==> src/rtl/multicycle_controller.sv <==
// Control FSM for the multicycle MIPS datapath: registered state, with select
// and enable outputs decoded combinationally from state, mem_ready, zero and funct.
module multicycle_controller (
  input  logic       clock,
  input  logic       reset,
  input  logic [5:0] opcode,
  input  logic [5:0] funct,
  input  logic       zero,
  input  logic       mem_ready,
  output logic       pc_we,
  output logic       iord,
  output logic       mem_we,
  output logic       ir_we,
  output logic       reg_dst,
  output logic       mem_to_reg,
  output logic       rf_we,
  output logic       alu_src_a,
  output logic [1:0] alu_src_b,
  output logic [3:0] alu_sel,
  output logic [1:0] pc_src,
  output logic       halted,
  output logic [3:0] state
);

  localparam logic [3:0] ALU_ADD = 4'd0;
  localparam logic [3:0] ALU_SUB = 4'd1;
  localparam logic [3:0] ALU_AND = 4'd2;
  localparam logic [3:0] ALU_OR  = 4'd3;
  localparam logic [3:0] ALU_XOR = 4'd4;
  localparam logic [3:0] ALU_NOR = 4'd6;

  localparam logic [5:0] OP_RTYPE = 6'b000000;
  localparam logic [5:0] OP_LW    = 6'b100011;
  localparam logic [5:0] OP_SW    = 6'b101011;
  localparam logic [5:0] OP_BEQ   = 6'b000100;
  localparam logic [5:0] OP_ADDI  = 6'b001000;
  localparam logic [5:0] OP_J     = 6'b000010;

  typedef enum logic [3:0] {
    FETCH  = 4'd0,
    DECODE = 4'd1,
    MEMADR = 4'd2,
    MEMRD  = 4'd3,
    MEMWB  = 4'd4,
    MEMWR  = 4'd5,
    EXEC   = 4'd6,
    ALUWB  = 4'd7,
    BRANCH = 4'd8,
    ADDIEX = 4'd9,
    ADDIWB = 4'd10,
    JUMP   = 4'd11,
    HALT   = 4'd12
  } state_t;

  state_t cur, nxt;
  logic   is_store;

  function automatic logic funct_ok(input logic [5:0] f);
    return (f == 6'b100000) || (f == 6'b100010) || (f == 6'b100100) ||
           (f == 6'b100101) || (f == 6'b100110) || (f == 6'b100111);
  endfunction

  function automatic logic [3:0] funct_alu(input logic [5:0] f);
    case (f)
      6'b100010: return ALU_SUB;
      6'b100100: return ALU_AND;
      6'b100101: return ALU_OR;
      6'b100110: return ALU_XOR;
      6'b100111: return ALU_NOR;
      default:   return ALU_ADD;
    endcase
  endfunction

  // lw/sw is resolved in DECODE so MEMADR does not depend on a later opcode
  always_ff @(posedge clock or posedge reset) begin
    if (reset) begin
      cur      <= FETCH;
      is_store <= 1'b0;
    end else begin
      cur <= nxt;
      if (cur == DECODE) is_store <= (opcode == OP_SW);
    end
  end

  always_comb begin
    nxt = cur;
    case (cur)
      FETCH:  if (mem_ready) nxt = DECODE;
      DECODE: begin
        case (opcode)
          OP_LW, OP_SW: nxt = MEMADR;
          OP_RTYPE:     nxt = funct_ok(funct) ? EXEC : HALT;
          OP_BEQ:       nxt = BRANCH;
          OP_ADDI:      nxt = ADDIEX;
          OP_J:         nxt = JUMP;
          default:      nxt = HALT;
        endcase
      end
      MEMADR: nxt = is_store ? MEMWR : MEMRD;
      MEMRD:  if (mem_ready) nxt = MEMWB;
      MEMWB:  nxt = FETCH;
      MEMWR:  if (mem_ready) nxt = FETCH;
      EXEC:   nxt = ALUWB;
      ALUWB:  nxt = FETCH;
      BRANCH: nxt = FETCH;
      ADDIEX: nxt = ADDIWB;
      ADDIWB: nxt = FETCH;
      JUMP:   nxt = FETCH;
      HALT:   nxt = HALT;
      default: nxt = FETCH;
    endcase
  end

  always_comb begin
    pc_we      = 1'b0;
    iord       = 1'b0;
    mem_we     = 1'b0;
    ir_we      = 1'b0;
    reg_dst    = 1'b0;
    mem_to_reg = 1'b0;
    rf_we      = 1'b0;
    alu_src_a  = 1'b0;
    alu_src_b  = 2'd0;
    alu_sel    = ALU_ADD;
    pc_src     = 2'd0;
    halted     = 1'b0;
    case (cur)
      FETCH: begin
        alu_src_b = 2'd1;
        ir_we     = mem_ready;
        pc_we     = mem_ready;
      end
      DECODE: alu_src_b = 2'd3;
      MEMADR: begin
        alu_src_a = 1'b1;
        alu_src_b = 2'd2;
      end
      MEMRD:  iord = 1'b1;
      MEMWB: begin
        mem_to_reg = 1'b1;
        rf_we      = 1'b1;
      end
      MEMWR: begin
        iord   = 1'b1;
        mem_we = 1'b1;
      end
      EXEC: begin
        alu_src_a = 1'b1;
        alu_sel   = funct_alu(funct);
      end
      ALUWB: begin
        reg_dst = 1'b1;
        rf_we   = 1'b1;
      end
      BRANCH: begin
        alu_src_a = 1'b1;
        alu_sel   = ALU_SUB;
        pc_src    = 2'd1;
        pc_we     = zero;
      end
      ADDIEX: begin
        alu_src_a = 1'b1;
        alu_src_b = 2'd2;
      end
      ADDIWB: rf_we = 1'b1;
      JUMP: begin
        pc_src = 2'd2;
        pc_we  = 1'b1;
      end
      HALT:   halted = 1'b1;
      default: ;
    endcase
    // state is already FETCH under reset; only the enables need suppressing
    if (reset) begin
      pc_we  = 1'b0;
      ir_we  = 1'b0;
      mem_we = 1'b0;
      rf_we  = 1'b0;
    end
  end

  assign state = cur;

endmodule

==> config.mk <==
export PLATFORM = sky130hd
export DESIGN_NAME = multicycle_controller
export DESIGN_NICKNAME = d
export VERILOG_FILES = /design/src/rtl/multicycle_controller.sv
export SDC_FILE = /design/constraint.sdc
export NUM_CORES = 1
export LEC_CHECK = 0
export ABC_AREA = 1
export CORE_MARGIN = 2
export CORE_UTILIZATION = 40
export CTS_CLUSTER_DIAMETER = 60
export DETAILED_ROUTE_END_ITERATION = 12
export GPL_TIMING_DRIVEN = 0
export PLACE_DENSITY = 0.83
export SLEW_MARGIN = 20
export SYNTH_ARGS = -nofsm -noshare
export SYNTH_HDL_FRONTEND = slang
export SYNTH_SLANG_ARGS = --single-unit
==> constraint.sdc <==
create_clock -name clock -period 3.5 [get_ports clock]
set_input_delay 0.35 -clock clock [delete_from_list [all_inputs] [get_ports clock]]
set_output_delay 0.35 -clock clock [all_outputs]
set_load 0.03 [all_outputs]
## After elaboration in Yosys (flattened, before gate mapping)

Index checks and enable logic that the tools add are counted.

- Bits in registers: 5
- Output and inout port bits: 21
- Input bits: 16
- Word-level logic and storage cells: 65

- Multiplexer cells: 24
- Eq/ne operators: 26
- Reduce and logical (&&, ||, !) cells: 13

Operators by type and width:

| cell | number |
|---|---|
| == test 6 bit (second input constant) | 8 |
| case mux 4 bit (8 select lines) | 1 |
| == test 4 bit (second input constant) | 5 |
| case mux 4 bit (5 select lines) | 1 |
| == test 4 x 3 -> 1 bit (second input constant) | 4 |
| 2-to-1 mux 4 bit | 4 |
| case mux 3 bit (5 select lines) | 1 |
| 2-to-1 mux 1 bit | 12 |
| == test 4 x 2 -> 1 bit (second input constant) | 2 |
| == test 6 x 2 -> 1 bit (second input constant) | 1 |
| == test 6 x 3 -> 1 bit (second input constant) | 1 |
| == test 6 x 4 -> 1 bit (second input constant) | 1 |
| zero test 6 bit | 1 |
| inequality test 2 bit (second input constant) | 3 |
| case mux 2 bit (3 select lines) | 1 |
| case mux 3 bit (2 select lines) | 1 |
| OR reduction 2 bit | 3 |
| logical OR 1 bit | 5 |
| == test 4 x 1 -> 1 bit (second input constant) | 1 |
| zero test 4 bit | 1 |
| case mux 2 bit (2 select lines) | 1 |
| OR reduction 4 bit | 1 |
| 2-to-1 mux 3 bit | 1 |
| case mux 1 bit (3 select lines) | 1 |
| other kinds (2) | 2 |

## Longest topological paths before layout

Gate-level depths: netlist of run 1.

- Depth after elaboration: 9
- Gate-level depth with buffers: 11
- Mapped depth without buffers: 11

## Worst setup path before layout of run 1

No wires, ideal clock.

- Path type: reg2out
- Start point: register cur[3] (netlist: state[3])
- End point: output pc_we
- Stages on the path, launching flop included: 7
- Slack: 1.321 ns
- Required time: 3.150 ns
- Buffers on the path: 0
- Arrival: 1.829 ns
- Cells stage by stage: dfrtp_1 > inv_2 > nor2_1 > inv_2 > nor2_2 > inv_1 > a31oi_1

- Cells in the longest elaborated chain, start to end: 3
- Elaborated cells on any way between the ends: 5
- Classes of those cells: eq/ne (2); mux (2); reduce/logical (1)

Ends and longest elaborated chain:

| item | RTL line | RTL |
|---|---|---|
| start: declaration | 55 | `state_t cur, nxt;` |
| start signal: assignment | 80 | `cur <= nxt;` |
| == test 4 bit or zero test 4 bit (tied branches) | 127 | `case (cur)` |
| case mux 1 bit (3 select lines) * | 127 |  |
| 2-to-1 mux 1 bit * | 174 | `if (reset) begin` |
| end: declaration | 10 | `output logic pc_we,` |

Every way passes the cells marked *; elsewhere a longest branch is shown, timed or not.

## Final worst setup path of run 1

- Start point: register cur[0] (netlist: state[0])
- End point: output alu_sel[0]

- Cells in the longest elaborated chain, start to end: 2
- Elaborated cells on any way between the ends: 3
- Classes of those cells: eq/ne (2); mux (1)

Ends and longest elaborated chain:

| item | RTL line | RTL |
|---|---|---|
| == test 4 bit or == test 4 x 3 -> 1 bit (tied branches) | 127 |  |
| case mux 3 bit (2 select lines) * | 127 |  |
| end: declaration | 19 | `output logic [3:0] alu_sel,` |

Marks and branches as above.

==> results of run 1 <==
flip-flops by register name, summed over array words and instances (netlist names):
signal,flops
is_store,1
state,4
worst max-delay path by stage:
stage / end / slack [ps] / depth (start not counted)
final: alu_sel[0] / 1040 / 6
after global routing: pc_we / 910 / 6
after CTS: alu_sel[0] / 1050 / 6
after detailed placement: alu_sel[1] / 1080 / 6
after global placement: alu_sel[0] / 1130 / 6
after floorplan: pc_we / 1320 / 6
cell usage after synthesis:
cell type / number
o21ai_0: 2
a211oi_1: 1
nand2_4: 1
a21oi_1: 3
nand2_1: 32
conb_1: 1
nor2_4: 2
a31oi_1: 2
nand4_1: 3
nor2_2: 2
nor2_1: 17
o21ai_1: 1
nand2_2: 3
nor3_2: 1
and2_1: 1
dfrtp_1: 5
nor3_1: 1
buf_4: 1
nand3_1: 11
o22ai_1: 2
o21ai_2: 1
inv_2: 5
inv_1: 22
through the flow:
stage / area [sq um] / std cells / utilization (%) / hold WS (ps)
finish: 1050 / 175 / 68.9 / 407
global route: 1050 / 175 / 68.9 / 433
CTS: 1050 / 175 / 68.9 / 417
detailed placement: 1020 / 171 / 67.2 / 562
global placement: 1020 / 171 / 67.2 / 560
floorplan: 653 / 120 / - / 134
metal layers:
layer	vias up	global-route usage [%]	routed length [um]	share of wire (%)
li1	450	-	-	-
met1	369	26.3	740	42
met2	32	38.2	908	51
met3	2	2.86	118	6.6
met4	0	9.09	15	0.84
met5	-	0	0	0
cells by family (layout without fill, tap and decap cells):
group,count (synthesis),count (layout),share of synthesized area [%]
flops,5,5,19.2
simple gates,74,74,52.7
compound gates,12,12,10.9
other cells,1,1,0.574
buf+inv,28,67,16.7
area by class of cell:
cell class / instances / share of cell area [%]
Sequential cell: 5 / 11.9
Clock buffer: 4 / 2.50
Timing Repair Buffer: 35 / 33.4
Inverter: 27 / 9.65
Buffer: 1 / 0.715
Tap cell: 16 / 1.91
Multi-Input combinational cell: 87 / 39.9
worst reg2reg max path: cells and delay by family (launching register included):
kind	cells	cell delay [ps]
flops	1	420
compound gates	1	40
buf+inv	2	270
simple gates	6	560
power breakdown:
group          internal [mW]  switching [mW]  leakage (nW)
combinational          0.196           0.325         0.475
sequential            0.0775          0.0310        0.0656
clock                 0.0433          0.0262        0.0150
==> run metrics, run 1 <==
pin count of the biggest net entering global routing=8; starting density of the core=42.9%; worst vdd rail ir drop=0.392 mV; cell types with the largest area share after synthesis=dfrtp_1 (19%), nand2_1 (18%), inv_1 (13%); pins over their slew limit=0; TritonCTS clock tree=done; data arrival time of the worst path=2110 ps; startpoint of the most critical setup path=state[0]$_DFFE_PP0P_; Final Total Pwr=699 uW; kind of launch point of the worst setup path=flip-flop; least setup slack across all paths after layout=1040 ps; worst clock skew on the final layout=7.82 ps; Placement Rows=14; pre-CTS worst setup slack=1080 ps; I/O pin count=37; startpoint-to-endpoint class of the critical path=reg2out; result of the run=finished clean; area of the multi-input gates=419 sq um; CTS Hold Buffers Added=0; cts repair resizes=0; distinct cell type count of the synthesized netlist=23; Die Span X=44.4 um; flop2flop setup slack=2140 ps; maximum operating frequency=406 MHz; number of antenna violations at the first check in global routing=0; Buf/Inv on CP=2; critical path data required time=3150 ps; number of fillers in the final layout=142; die boundary height=44.4 um; vias per std cell=4.87; CP top delay family=buffers and inverters; Setup Buffers After CTS=0; post-detailed-route DRC marker count=0; proportion of layout cells with a drive suffix above 1=11.9%; area taken by flip-flops and latches=125 sq um; Antenna Cells=0; number of global-route vias before repair=800; Yosys warning count=0; Initial DRT Pass Iterations=4; share of the synthesized area in the top cell type=19.2%; last weighted congestion value of the routability-driven placer=0.862; clock sinks=5; clock-pin transition on the worst setup and hold timing paths=50 ps; Overall Global Routing Usage=21.7%; starting DRC count in detailed routing=16; CP cell instances=inv_1, nand2_1, nor2_4, nor2_1, a31oi_1, clkdlybuf4s50_1; first-pass GRT wire length=3190 um; number of nets in the layout=176; cell at the root of the clock tree=clkbuf_4; core area=1520 sq um; number of H-tree levels=1; ANT nets after route=0; # setup viols final=0; sum of negative setup slack=0 ps; per-instance average area after synthesis=5.44 sq um; post-layout minimum cycle time=2460 ps; area leader, netlist=dfrtp_1; worst stage delay on the critical path=690 ps; critical path capture point type=primary output; clock buffer depth=2; Max Fanout on Critical Path=6; Worst Hold Class=in2async; synthesized cell area=653 sq um; clock buffers created by TritonCTS=3; part of the Yosys area used for sequential elements=19.2%; total overflow reported by the global router=0; Port Buffer Count=35; Hold Violations, Final=0; P_leak=0.556 nW; detail-routed net length per standard cell=10.2 um; overall via count from detail_route=853; commonest cells after routing, fill and taps aside=clkdlybuf4s50_1 (35), nand2_1 (32), inv_1 (22); final period utilization=70.4%; worst-path cell with the longest stage delay=clkdlybuf4s50_1; capture point of the worst reg-to-reg path=state[2]$_DFFE_PP0P_; number of storage elements in the synthesis netlist=5; commonest non-fill, non-tap cell in the layout=clkdlybuf4s50_1; Skew-Pair Late Insertion Delay=250 ps; overall routed net length=1780 um; launch point of the worst reg-to-reg path=state[0]$_DFFE_PP0P_; post-detail-place hpwl=1510 um; number of nets in the synthesized netlist=136; Die ar.=1970 sq um; worst reg2reg path depth=9; Area growth, synth to finish=60.7%; number of instances in the synthesized netlist=120; RSZ-0062 raised after global routing=false; number of max-capacitance violations reported=0; power per cell area=666 nW/um^2
Power figures use the tool's default switching activity.
==> run 2: changes to the inputs <==
--- a/config.mk
+++ b/config.mk
@@ -7,11 +7,11 @@
 export LEC_CHECK = 0
 export ABC_AREA = 1
 export CORE_MARGIN = 2
-export CORE_UTILIZATION = 40
+export CORE_UTILIZATION = 34
 export CTS_CLUSTER_DIAMETER = 60
 export DETAILED_ROUTE_END_ITERATION = 12
 export GPL_TIMING_DRIVEN = 0
-export PLACE_DENSITY = 0.83
+export PLACE_DENSITY = 0.75
 export SLEW_MARGIN = 20
 export SYNTH_ARGS = -nofsm -noshare
 export SYNTH_HDL_FRONTEND = slang
==> constraint.sdc (replaced) <==
create_clock -name clock -period 2.2 [get_ports clock]
set_input_delay 0.22 -clock clock [delete_from_list [all_inputs] [get_ports clock]]
set_output_delay 0.22 -clock clock [all_outputs]
set_load 0.03 [all_outputs]
==> run 2 against run 1 <==
  * Highest routed layer unchanged
  * Global-route usage decreased by 5.1 points
  * Clock power increased by 41%
  * Die area increased by 16%
==> run metrics, run 2 (synthesized netlist as in run 1, its figures left out) <==
I/O pin count=37 (unchanged); RSZ-0062 raised after global routing=false; core area=1760 sq um (+16%); end-of-flow core utilization=59.9% (-9.0 points); commonest cells after routing, fill and taps aside=nand2_1 (32), clkdlybuf4s50_1 (26), inv_1 (22); pin count of the biggest net entering global routing=8 (unchanged); cell internal power dissipation=476 uW (+50%); Die Span X=47.8 um (+7.7%); overall routed net length=1760 um (-1.4%); starting DRC count in detailed routing=15 (-1); # setup viols final=0 (unchanged); DR WL met3=120 um (+1.7%); Setup Buffers After CTS=0 (unchanged); Overall Global Routing Usage=16.7% (-5.1 points); clock sinks=5 (unchanged); Port Buffer Count=35 (unchanged); Die ar.=2290 sq um (+16%); detail-routed net length per standard cell=9.55 um (-6.2%); vias per std cell=4.75 (-2.5%); final period utilization=96.1%; number of nets in the layout=176 (unchanged); maximum operating frequency=473 MHz; Worst Hold Class=in2async; fraction of power consumed by the clock network=9.1% (-0.8 points); Placement Rows=15 (+1); post-layout minimum cycle time=2120 ps; combinational group share of total power=74.9% (+0.4 points); net switching power figure=598 uW (+56%); die boundary height=47.8 um (+7.7%); pre-CTS worst setup slack=12.7 ps (-1070 ps); clock buffer depth=2 (unchanged); post-detailed-route DRC marker count=0 (unchanged); least setup slack across all paths after layout=84.8 ps (-953 ps); power share of the sequential group=15.9% (+0.4 points); number of global-route vias before repair=745 (-6.9%); power per cell area=1020 nW/um^2 (+53%); Initial DRT Pass Iterations=4 (unchanged); routed length on met2=885 um (-2.5%); P_leak=0.619 nW (+11%); clock-pin transition on the worst setup and hold timing paths=40 ps (about the same); Metal-1 WL=736 um (-0.54%); starting density of the core=37.0% (-5.8 points); critical path data required time=1980 ps (-1170 ps); startpoint-to-endpoint class of the critical path=reg2out; fraction of power spent switching nets=55.7% (+0.98 points); worst clock skew on the final layout=1.29 ps (-6.53 ps); first-pass GRT wire length=2750 um (-14%); Max Fanout on Critical Path=7 (+1); number of antenna violations at the first check in global routing=0 (unchanged); result of the run=finished clean; Hold Violations, Final=0 (unchanged); commonest non-fill, non-tap cell in the layout=nand2_1; proportion of layout cells with a drive suffix above 1=11.9% (unchanged); number of max-capacitance violations reported=0 (unchanged); overall via count from detail_route=874 (+2.5%); Skew-Pair Late Insertion Delay=230 ps (-20 ps); worst vdd rail ir drop=0.598 mV (+53%); ANT nets after route=0 (unchanged); cell at the root of the clock tree=clkbuf_4; Area growth, synth to finish=61.9%; data arrival time of the worst path=1900 ps (-210 ps); pins over their slew limit=0 (unchanged); kind of launch point of the worst setup path=flip-flop; Antenna Cells=0 (unchanged); post-detail-place hpwl=1580 um (+4.3%); max FFs per register=4 (unchanged); total overflow reported by the global router=0 (unchanged); TritonCTS clock tree=done; sum of negative setup slack=0 ps (unchanged); number of H-tree levels=1 (unchanged); critical path capture point type=primary output; last weighted congestion value of the routability-driven placer=0.837 (-2.8%); clock buffers created by TritonCTS=3 (unchanged); top metal layer carrying routed signals=met4
[run 2: per-stage QoR]
stage	total power [mW]	instances	hold slack [ps]	instance area [sq um]
detailed placement	1.01	180	538	1030
global route	1.17	184	307	1060
finish	1.07	184	290	1060
global placement	0.996	180	533	1030
floorplan	0.700	120	4.33	653
CTS	1.08	184	285	1050
[run 2: layout make-up]
| class | count | area [sq um] |
|---|---|---|
| Buffer | 1 | 7.51 |
| Fill cell | 194 | 707 |
| Timing Repair Buffer | 35 | 347 |
| Clock buffer | 4 | 26.3 |
| Inverter | 27 | 101 |
| Multi-Input combinational cell | 87 | 419 |
| Tap cell | 25 | 31.3 |
| Sequential cell | 5 | 125 |
[run 2: power by group through the flow]
stage / registers [mW] / logic (mW) / clock network, mW
after floorplan: 0.219 / 0.481 / 0
after global placement: 0.170 / 0.827 / 0
after detailed placement: 0.171 / 0.837 / 0
after CTS: 0.169 / 0.811 / 0.103
after global routing: 0.174 / 0.882 / 0.112
final: 0.171 / 0.805 / 0.0982
[run 2: critical path, stage by stage, from the launching register on]
cell,delay [ps]
dfrtp_1,450
nor2_1,270
nand3_1,170
inv_1,100
clkdlybuf4s50_1,670
[run 2: layer usage]
layer	vias up	track usage, %
met4	0	6.49
met3	2	2.26
met1	385	18.9
met5	-	0
met2	34	30.9
li1	453	-
[run 2: what timing repair did]
item / 4_1_cts / 5_1_grt
setup endpoints to repair: 7 / 2
resized for setup: 7 / 2
hold buffers: 0 / 0
[run 2: final timing paths]
path | from | endpoint | slack [ps] | depth (start not counted)
setup / recovery | state[1]$_DFFE_PP0P_ | halted | 80 | 4
hold / removal | reset | state[0]$_DFFE_PP0P_ | 290 | 2
setup reg to reg | state[1]$_DFFE_PP0P_ | state[2]$_DFFE_PP0P_ | 870 | 8
hold reg to reg | is_store$_DFFE_PP0P_ | is_store$_DFFE_PP0P_ | 570 | 2
max in group asynchronous | reset | is_store$_DFFE_PP0P_ | 1720 | 2
min in group clock | is_store$_DFFE_PP0P_ | is_store$_DFFE_PP0P_ | 570 | 2
